$ cat src/rtl/cover_pkg.sv
// Shared constants and bit-vector helpers for the coverage event collector.
package cover_pkg;

    localparam int COVER_INDEX_W = 32;

    function automatic logic [6:0] popcount(input logic [63:0] v);
        logic [6:0] n;
        n = '0;
        for (int i = 0; i < 64; i++) begin
            n = n + {6'b0, v[i]};
        end
        return n;
    endfunction

    // Scanning from the top down leaves the lowest set position as the result.
    function automatic logic [5:0] lowest_set(input logic [63:0] v);
        logic [5:0] p;
        p = '0;
        for (int i = 63; i >= 0; i--) begin
            if (v[i]) begin
                p = 6'(i);
            end
        end
        return p;
    endfunction

endpackage

$ cat src/rtl/cover_prio_enc.sv
// Lowest-set-bit encoder; idx is 0 when no bit is set.
module cover_prio_enc
    import cover_pkg::*;
#(
    parameter int WIDTH = 13,
    parameter int IDX_W = (WIDTH > 1) ? $clog2(WIDTH) : 1
) (
    input  logic [WIDTH-1:0] vec,
    output logic [IDX_W-1:0] idx,
    output logic             any
);

    always_comb begin
        idx = IDX_W'(lowest_set(64'(vec)));
        any = |vec;
    end

endmodule

$ cat src/rtl/cover_event_collector.sv
// Records the first hit of each cover point and drains those hits as indexed events.
// Optional synchronous clear port is built when COVER_CLEAR_EN is defined.
module cover_event_collector
    import cover_pkg::*;
#(
    parameter int WIDTH       = 13,
    parameter int COVER_INDEX = 0,
    parameter int INDEX_W     = COVER_INDEX_W
) (
    input  logic                         clock,
    input  logic                         reset,
`ifdef COVER_CLEAR_EN
    input  logic                         clear,
`endif
    input  logic [WIDTH-1:0]             valid,
    output logic                         out_valid,
    input  logic                         out_ready,
    output logic [INDEX_W-1:0]           out_index,
    output logic [$clog2(WIDTH+1)-1:0]   hit_count,
    output logic                         all_covered
);

    localparam int CW = $clog2(WIDTH + 1);
    localparam int IW = (WIDTH > 1) ? $clog2(WIDTH) : 1;

    logic [WIDTH-1:0] covered;
    logic [WIDTH-1:0] pending;
    logic [WIDTH-1:0] newly;
    logic [WIDTH-1:0] pop_mask;
    logic [IW-1:0]    low_idx;
    logic             any_pending;

    cover_prio_enc #(
        .WIDTH (WIDTH),
        .IDX_W (IW)
    ) u_prio_enc (
        .vec (pending),
        .idx (low_idx),
        .any (any_pending)
    );

    // The presented event is always the lowest pending bit, so isolating it
    // directly gives the pop mask without decoding the index back.
    always_comb begin
        newly    = valid & ~covered;
        pop_mask = '0;
        if (any_pending && out_ready) begin
            pop_mask = pending & (~pending + WIDTH'(1));
        end
    end

    always_comb begin
        out_valid   = any_pending;
        out_index   = INDEX_W'(COVER_INDEX) + INDEX_W'(low_idx);
        all_covered = (hit_count == CW'(WIDTH));
    end

    always_ff @(posedge clock or negedge reset) begin
        if (!reset) begin
            covered   <= '0;
            pending   <= '0;
            hit_count <= '0;
        end
`ifdef COVER_CLEAR_EN
        else if (clear) begin
            covered   <= '0;
            pending   <= '0;
            hit_count <= '0;
        end
`endif
        else begin
            covered   <= covered | newly;
            pending   <= (pending & ~pop_mask) | newly;
            hit_count <= hit_count + CW'(popcount(64'(newly)));
        end
    end

endmodule

$ cat config.mk
export PLATFORM = sky130hd
export DESIGN_NAME = cover_event_collector
export DESIGN_NICKNAME = d
export VERILOG_FILES = /design/src/rtl/cover_pkg.sv /design/src/rtl/cover_prio_enc.sv /design/src/rtl/cover_event_collector.sv
export SDC_FILE = /design/constraint.sdc
export NUM_CORES = 1
export LEC_CHECK = 0
export ABC_CLOCK_PERIOD_IN_PS = 3100
export CORE_MARGIN = 3
export CORE_UTILIZATION = 43
export CTS_CLUSTER_DIAMETER = 50
export CTS_CLUSTER_SIZE = 10
export DETAILED_ROUTE_END_ITERATION = 12
export HOLD_SLACK_MARGIN = 0.05
export PLACE_DENSITY_LB_ADDON = 0.15
export SLEW_MARGIN = 10
export SYNTH_ARGS = -nofsm -noshare
export SYNTH_HDL_FRONTEND = slang
export SYNTH_SLANG_ARGS = --single-unit
$ cat constraint.sdc
create_clock -name clock -period 3.1 [get_ports clock]
set_input_delay 0.31 -clock clock [delete_from_list [all_inputs] [get_ports clock]]
set_output_delay 0.31 -clock clock [all_outputs]
set_load 0.005 [all_outputs]
==> results of run 1 <==
[kinds of logic (layout without fill, tap and decap cells)]
logic type | after synthesis | in the layout | synth area share [%]
AND/OR/NAND/NOR | 60 | 60 | 20.6
buffers and inverters | 41 | 57 | 14.1
flip-flops | 30 | 30 | 41.0
AO/OA/AOI/OAI | 22 | 22 | 8.20
adder cells (fa/ha/maj) | 15 | 15 | 13.9
XOR/XNOR | 4 | 4 | 1.91
other | 1 | 28 | 0.205
[synth_stat cells (all sizes together)]
master | count | area (sq um)
or2 | 14 | 87.6
a31oi | 1 | 6.26
nand3 | 3 | 25.0
o22a | 1 | 8.76
o211ai | 1 | 7.51
nor2b | 7 | 43.8
a21boi | 2 | 15.0
inv | 13 | 48.8
and3 | 1 | 6.26
o31a | 2 | 17.5
a21o | 3 | 23.8
dfrtp | 30 | 751
nand2b | 9 | 56.3
nor4 | 3 | 55.1
nand2 | 14 | 52.6
a21oi | 4 | 20.0
ha | 6 | 75.1
conb | 1 | 3.75
fa | 9 | 180
o21ai | 5 | 25.0
and4b | 1 | 10.0
nand4b | 1 | 15.0
xnor2 | 4 | 35.0
buf | 28 | 210
o31ai | 1 | 7.51
o41ai | 1 | 8.76
nor2 | 7 | 26.3
a21bo | 1 | 10.0
[timing repair]
| action | 4_1_cts | 5_1_grt |
|---|---|---|
| gates resized for setup | 10 | 0 |
| pin swaps | 8 | 4 |
| setup endpoints to repair | 4 | 4 |
| gates cloned | 0 | 0 |
| buffers inserted | 3 | 1 |
[worst register-to-register path, stage by stage, from the launching register on]
cell and delay [ns]:
dfrtp_1 0.37, nand2b_4 0.15, fa_1 0.52, fa_1 0.52, fa_1 0.50, inv_1 0.05, fa_1 0.49, ha_2 0.19
inv_2 0.04, fa_2 0.51, inv_1 0.04
[worst max-delay path by stage]
stage | from | endpoint | slack (ns) | cells past startpoint
after detailed placement | valid[0] | hit_count[1] | -0.80 | 12
after global placement | valid[0] | hit_count[1] | -0.72 | 12
final | covered[8] | hit_count[1] | -0.36 | 10
after CTS | covered[0] | hit_count[1] | -0.47 | 11
after floorplan | covered[8] | hit_count[1] | -0.24 | 10
after global routing | covered[8] | hit_count[1] | -0.47 | 10
[state kept, by name (all words and copies together), names as in the netlist]
register / count
covered: 13
pending: 13
hit_count: 4
[metal layers]
layer,track usage [%],share of wire [%],up-vias
met5,0,0,-
met4,5.01,1.6,0
met3,4.35,6.9,6
met2,24.4,48,43
met1,18.0,43,583
li1,-,-,594
[cell type report]
type | count | share of cell area [%]
multi-input cells | 129 | 42.9
flip-flops and latches | 30 | 33.5
well taps | 50 | 2.79
repair buffers | 36 | 14.6
clock buffers | 7 | 3.85
inverters | 13 | 2.18
clock inverters | 1 | 0.223
[where the power goes]
group / internal, mW / switching (mW) / total [mW]
combinational: 0.156 / 0.119 / 0.275
sequential: 0.420 / 0.0281 / 0.448
clock: 0.179 / 0.138 / 0.317
total: 0.755 / 0.285 / 1.04
[stage by stage]
step / TNS (ns) / power (mW)
2_1_floorplan: -0.573 / 0.602
3_3_place_gp: -2.30 / 0.720
3_5_place_dp: -2.54 / 0.733
4_1_cts: -1.25 / 1.06
5_1_grt: -1.32 / 1.11
6_report: -0.928 / 1.04
==> metrics, run 1 <==
run status complete, but fails checks; failing checks negative setup slack; unrepaired setup endpoints after global routing true; Die Height around 71 um; CTS H-tree depth 2; hold path start valid[0]; Max Root-Sink Buffers 2; Area after DPL 2110 sq um; slowest stage cell, crit path fa_1; final instance area 2240 sq um; Hold Path Class in2reg; Iter 0 DRT Violations 35; worst slack at placement -0.798 ns; r2r endpoint hit_count[1]; die area 5080 sq um; cell mode on critical path fa_1; Clock Skews 0.00463 ns; CP Capture Type flip-flop; initial antenna violation count 0; reg2reg path depth 10; r2r setup slk -0.36 ns; final setup fails 3; WL final 3300 um; CTS Buf Count 5; final setup margin -0.356 ns; root buffer cell clkbuf_8; Leak 1.08 nW; Cell Count, Final, Fillers Out 266; Cell Area, Synth around 1800 sq um; CP delay by family, top adder cells; Reg area 751 sq um; most frequent cells in the layout 30 x dfrtp_1, 28 x conb_1, 20 x clkdlybuf4s50_1; endpoints failing hold 0; Setup Crit Path Kind reg2reg; syn avg cell area around 11 sq um; Final Slew Violations 0; period utilisation layout 111%; CP max stage delay 0.52 ns; nets@finish 246; Peak supply drop 0.000354 V; CTS sink count 30; placed cell count 254; # Max-Cap Violations 0; core footprint 4060 sq um; number of synthesis warnings 0; crit path DAT 3.63 ns; area of the multi-input gates about 960 sq um; total grt overflow 0; # IOs 54; first-pass GRT wire length 5660 um; CP max FO 2; Seq/Total Area, Yosys 41.0%; crit path time final 3.46 ns; Hold Path Cell Cnt 2; CP required 3.28 ns; row cnt 23; fmax 289 MHz; CTS tree yes; crit start category flip-flop; Routed Antenna Nets 0; Clock Pin Slew Worst Setup and Hold Paths 0.06 ns; Util after Layout a little under three fifths; diodes inserted 0; leading cell type in the layout, fill and taps excluded dfrtp_1; Fin Hold WS approximately 0.38 ns; hold-fix buffers at CTS 0; total number of vias between 1000 and 1500; worst skew pair latency between 0.2 and 0.3 ns; vias in the first global route 1269; Pwr per Cell Area ~460 nW/um^2; largest net degree at the start of global routing 31; CP cell instances nand2b_4, fa_1, fa_1, fa_1, inv_1, fa_1, ha_2, inv_2, fa_2, inv_1; fillers 368; PortBufs 25; First-pass DRT Iterations 4; Post-DP HPWL 2670 um; Vias/cell 4.61; GP Congestion about 0.76; DRC Markers 0; r2r startpoint covered[8]; Gate Count Post-Synth 173; WHS Endpoint covered[0]; gr usage total between 10% and 20%; Synth Register Bits 30; Horiz. Die Dim 71.3 um; Area Overhead vs Synth 22.4%; share of post-route cells with drive strength above 1 21.8%; WP buf/inv 3; Wirelength per Cell 12.4 um; Starting Density 45.1%; synth unique cells 33
(Power assumes the default switching activity.)
==> run 2, diff against run 1 <==
Settings changed: ABC_CLOCK_PERIOD_IN_PS 3100 to 3050, CORE_ASPECT_RATIO set to 0.75, CORE_MARGIN 3 to not set.
Clock period 3.1 ns to 3.05 ns, I/O delays scaled along.
==> run 2 against run 1 <==
Compared with the run above: the run still ends with negative setup slack left; highest routed layer unchanged; non-clock buffer count decreased by 1; final area up 0.61%; global-route usage is 3.5 points higher; via count up 0.33%; sequential cell count unchanged; die area down 11%; clock power grew 6%; critical path type unchanged; critical endpoint unchanged; largest cell class unchanged; sequential share of layout area decreased by 0.20 points.
==> metrics, run 2 (synthesis gave the netlist of run 1 again) <==
run status complete, but fails checks (unchanged); failing checks negative setup slack (unchanged); vias in the first global route 1249 (was 1269); initial antenna violation count 0 (unchanged); final instance area 2260 sq um (was 2240 sq um); Cell Count, Final, Fillers Out 270 (was 266); # Max-Cap Violations 0 (unchanged); slew margin rel. between 60% and 70%; top flop regs covered (13), pending (13), hit_count (4) (unchanged); # IOs 54 (unchanged); core footprint 4080 sq um (was 4060 sq um); Leak 1.08 nW (about the same); crit start category flip-flop (unchanged); Seq pwr share 41.6% (was 43.1%); Least-Margin Pin Slew 0.511 ns; Area Overhead vs Synth 23.2% (was 22.4%); CTS sink count 30 (unchanged); Logic pwr share 27.9% (was 26.4%); diodes inserted 0 (unchanged); unrepaired setup endpoints after global routing true (unchanged); Fin Hold WS 0.360 ns (was 0.377 ns); final setup fails 3 (unchanged); worst skew pair latency 0.29 ns (was 0.28 ns); Util after Layout 55.3% (about the same); crit path DAT 3.68 ns (was 3.63 ns); first-pass GRT wire length 5930 um (was 5660 um); Starting Density 44.9% (was 45.1%); final setup margin -0.441 ns (was -0.356 ns); Clock Skews 0.00514 ns (was 0.00463 ns); Post-DP HPWL 2640 um (was 2670 um); Area after DPL 2130 sq um (was 2110 sq um); nets@finish 245 (was 246); Die Height 58.5 um (was 71.3 um); leading cell type in the layout, fill and taps excluded dfrtp_1 (unchanged); CP required 3.24 ns (was 3.28 ns); die area 4530 sq um (was 5080 sq um); most frequent cells in the layout 30 x dfrtp_1, 28 x conb_1, 21 x clkdlybuf4s50_1 (was 30 x dfrtp_1, 28 x conb_1, 20 x clkdlybuf4s50_1); setup TNS -1.24 ns (was -0.928 ns); row cnt 20 (was 23); Final Slew Violations 0 (unchanged); Routed Antenna Nets 0 (unchanged); DRC Markers 0 (unchanged); CP max FO 2 (unchanged); gr usage total 18.1% (was 14.6%); total grt overflow 0 (unchanged); crit path time final 3.49 ns (was 3.46 ns); Clock Pin Slew Worst Setup and Hold Paths 0.06 ns (about the same); fmax 286 MHz (was 289 MHz); CP Capture Type flip-flop (unchanged); Peak supply drop 0.000256 V (was 0.000354 V); Switching Power 318 uW (was 285 uW); placed cell count 261 (was 254); CTS tree yes (unchanged); period utilisation layout 114% (was 111%); CTS H-tree depth 2 (unchanged); Wirelength per Cell 12.8 um (was 12.4 um); endpoints failing hold 0 (unchanged); Vias/cell 4.56 (was 4.61); Pwr per Cell Area 487 nW/um^2 (was 464 nW/um^2); total power 1.10 mW (was 1.04 mW); root buffer cell clkbuf_8 (unchanged); PortBufs 25 (unchanged); Hold Path Class in2reg (unchanged); worst slack at placement -0.843 ns (was -0.798 ns); CTS Buf Count 5 (unchanged); Clock power frac 30.5% (about the same); Max Root-Sink Buffers 2 (unchanged); Horiz. Die Dim 77.4 um (was 71.3 um); GP Congestion 0.829 (was 0.763); P_int 780 uW (was 755 uW); hold-fix buffers at CTS 0 (unchanged); largest net degree at the start of global routing 31 (unchanged); Setup Crit Path Kind reg2reg (unchanged); WL final 3460 um (was 3300 um); share of post-route cells with drive strength above 1 22.3% (was 21.8%); sw frac 29.0% (was 27.4%); First-pass DRT Iterations 4 (unchanged); Iter 0 DRT Violations 53 (was 35); total number of vias 1230 (was 1226)
run 2: changes by cell type in the layout (fill, tap and decap cells not counted), sizes merged:
cell | before | now
clkdlybuf4s50 | 20 | 21
dlygate4sd2 | 5 | 4
buf | 11 | 10
run 2: repair_timing:
action,in CTS,in global routing
gates resized for setup,9,3
pin swaps,3,2
setup buffers,0,1
setup endpoints to repair,4,4
run 2: worst max-delay path: stages (launching register included):
cell     delay (ns)
dfrtp_1        0.39
nor2b_4        0.06
fa_1           0.53
inv_2          0.05
fa_1           0.51
fa_1           0.57
inv_2          0.04
fa_1           0.51
ha_4           0.14
inv_2          0.03
fa_2           0.51
inv_1          0.04
run 2: area by class of cell:
class	count	area, sq um
well taps	55	68.8
inverters	13	48.8
flip-flops and latches	30	751
clock buffers	7	86.3
multi-input cells	129	976
fillers	367	1820
clock inverters	1	5.00
repair buffers	35	320
run 2: worst paths after layout:
kind,slack (ns),endpoint,depth (start not counted),start
min in group asynchronous,0.40,covered[10],2,reset
worst max-delay path,-0.44,hit_count[1],11,covered[2]
max in group asynchronous,2.35,covered[2],2,reset
worst min-delay path,0.36,covered[0],2,valid[0]
worst min register to register,0.45,covered[9],1,covered[9]
worst max register to register,-0.44,hit_count[1],11,covered[2]
run 2: per-layer routing:
layer,vias to the layer above,GRT usage [%],part of all wire (%)
met5,-,0,0
met1,595,23.2,48
li1,585,-,-
met4,0,11.3,2.5
met2,43,27.8,45
met3,7,4.65,4.3
run 2: power groups by stage:
stage,clock [mW],combinational (mW),sequential [mW]
after floorplan,0,0.152,0.460
after global placement,0,0.269,0.461
after detailed placement,0,0.285,0.463
after CTS,0.345,0.291,0.457
after global routing,0.364,0.341,0.461
final,0.335,0.307,0.457
==> run 3, diff against run 2 <==
Settings changed: TNS_END_PERCENT set to 10.
==> run 3 against run 2 <==
Compared with the run above: the flow still finishes with violations (negative setup slack); sequential share of layout area up 0.60 points; worst hold slack improved by 0.013 ns; first-iteration DRC count rose by 47%; largest cell class unchanged; largest power group unchanged.
==> metrics, run 3 (synthesis gave the netlist of run 1 again) <==
run status complete, but fails checks (unchanged); failing checks negative setup slack (unchanged); CP max FO 2 (unchanged); Cell Count, Final, Fillers Out 266 (was 270); vias in the first global route 1193 (was 1249); Setup Fix Bufs, Post-CTS 0 (unchanged); fillers 358 (was 367); endpoints failing hold 0 (unchanged); share of post-route cells with drive strength above 1 20.9% (was 22.3%); CP required 3.23 ns (was 3.24 ns); row cnt 20 (unchanged); r2r endpoint hit_count[1] (unchanged); top flop regs covered (13), pending (13), hit_count (4) (unchanged); Clock Pin Slew Worst Setup and Hold Paths 0.06 ns (about the same); crit path DAT 3.59 ns (was 3.68 ns); core footprint 4080 sq um (unchanged); total number of vias 1233 (was 1230); most frequent cells in the layout 30 x dfrtp_1, 28 x conb_1, 20 x clkdlybuf4s50_1 (was 30 x dfrtp_1, 28 x conb_1, 21 x clkdlybuf4s50_1); CTS tree yes (unchanged); Vias/cell 4.64 (was 4.56); r2r startpoint covered[6] (was covered[2]); Clock Skews 0.00466 ns (was 0.00514 ns); Peak supply drop 0.000278 V (was 0.000256 V); crit start category flip-flop (unchanged); setup TNS -0.981 ns (was -1.24 ns); Hold Path Cell Cnt 2 (unchanged); # IOs 54 (unchanged); Starting Density 44.9% (unchanged); initial antenna violation count 0 (unchanged); cell mode on critical path fa_1 (unchanged); placed cell count 260 (was 261); hold path start valid[0] (unchanged); leading cell type in the layout, fill and taps excluded dfrtp_1 (unchanged); Max Root-Sink Buffers 2 (unchanged); worst slack at placement -0.862 ns (was -0.843 ns); Post-DP HPWL 2680 um (was 2640 um); Setup Crit Path Kind reg2reg (unchanged); hold-fix buffers at CTS 0 (unchanged); # Max-Cap Violations 0 (unchanged); CTS Buf Count 5 (unchanged); GP Congestion 0.829 (about the same); area of the multi-input gates 961 sq um (was 976 sq um); PortBufs 25 (unchanged); fmax 293 MHz (was 286 MHz); WHS Endpoint covered[0] (unchanged); diodes inserted 0 (unchanged); Area after DPL 2120 sq um (was 2130 sq um); Horiz. Die Dim 77.4 um (unchanged); Die Height 58.5 um (unchanged); CP Capture Type flip-flop (unchanged); worst skew pair latency 0.28 ns (was 0.29 ns); DRC Markers 0 (unchanged); CP max stage delay 0.55 ns (was 0.57 ns); reg2reg path depth 10 (was 11); die area 4530 sq um (unchanged); crit path time final 3.41 ns (was 3.49 ns); Pwr per Cell Area 475 nW/um^2 (was 487 nW/um^2); Area Overhead vs Synth 21.0% (was 23.2%); First-pass DRT Iterations 4 (unchanged); WL final 3350 um (was 3460 um); Hold Path Class in2reg (unchanged); slowest stage cell, crit path fa_1 (unchanged); nets@finish 243 (was 245); period utilisation layout 112% (was 114%); r2r setup slk -0.36 ns (was -0.44 ns); Routed Antenna Nets 0 (unchanged); final setup margin -0.361 ns (was -0.441 ns); Reg area 751 sq um (unchanged); Wirelength per Cell 12.6 um (was 12.8 um); CP cell instances nand2b_4, fa_1, fa_2, fa_1, inv_1, fa_1, ha_2, inv_2, fa_2, inv_1 (was nor2b_4, fa_1, inv_2, fa_1, fa_1, inv_2, fa_1, ha_4, inv_2, fa_2, inv_1); Fin Hold WS 0.372 ns (was 0.360 ns); largest net degree at the start of global routing 31 (unchanged); Leak 1.06 nW (was 1.08 nW); Final Slew Violations 0 (unchanged); total grt overflow 0 (unchanged); CTS sink count 30 (unchanged); CTS H-tree depth 2 (unchanged); Iter 0 DRT Violations 78 (was 53); final setup fails 3 (unchanged); unrepaired setup endpoints after global routing true (unchanged); final instance area 2220 sq um (was 2260 sq um); root buffer cell clkbuf_8 (unchanged); gr usage total 16.9% (was 18.1%); first-pass GRT wire length 5550 um (was 5930 um)
==> run 3: worst max-delay path: cells and delay by family (launching register included) <==
kind / cells / cell delay [ns]
buffers and inverters: 3 / 0.12
adders and majority gates: 6 / 2.67
DFF: 1 / 0.37
and+or+nand+nor: 1 / 0.15
==> run 3: worst max path at each step <==
stage,start,endpoint,cells after the start,slack [ns]
floorplan,covered[8],hit_count[1],10,-0.29
global placement,valid[0],hit_count[1],12,-0.75
detailed placement,valid[0],hit_count[1],12,-0.86
CTS,covered[8],hit_count[1],10,-0.38
global route,covered[6],hit_count[1],10,-0.43
finish,covered[6],hit_count[1],10,-0.36
==> run 3: timing repair <==
| item | CTS | global route |
|---|---|---|
| pin swaps | 0 | 2 |
| setup endpoints to repair | 4 | 3 |
| resized for setup | 10 | 1 |
| hold endpoints to repair | 0 | 0 |
==> run 3: layout make-up <==
cell class	instances	area share, %
multi-input combinational	129	43.4
timing repair buffer	33	13.7
clock buffer	6	3.73
inverter	13	2.20
sequential	30	33.9
tap	55	3.11
==> run 3: where the power goes <==
group | internal (mW) | total (mW) | leakage (nW) | switching, mW
Sequential | 0.427 | 0.456 | 0.342 | 0.0289
Combinational | 0.160 | 0.285 | 0.675 | 0.125
Clock | 0.173 | 0.311 | 0.0431 | 0.137
==> run 3: per-stage QoR <==
stage	total power [mW]	util [%]
floorplan	0.612	-
global placement	0.731	52.0
CTS	1.07	54.3
finish	1.05	54.3
detailed placement	0.746	52.0
global route	1.12	54.3
==> run 3: routing by layer <==
layer  up-vias  part of all wire, %  GRT usage (%)  wire length [um]
met1       603                   48           21.2              1600
met3         6                  5.3           5.43               177
met4         0                  1.7           7.28                56
li1        581                    -              -                 -
met2        43                   45           27.1              1520
met5         -                    0              0                 0
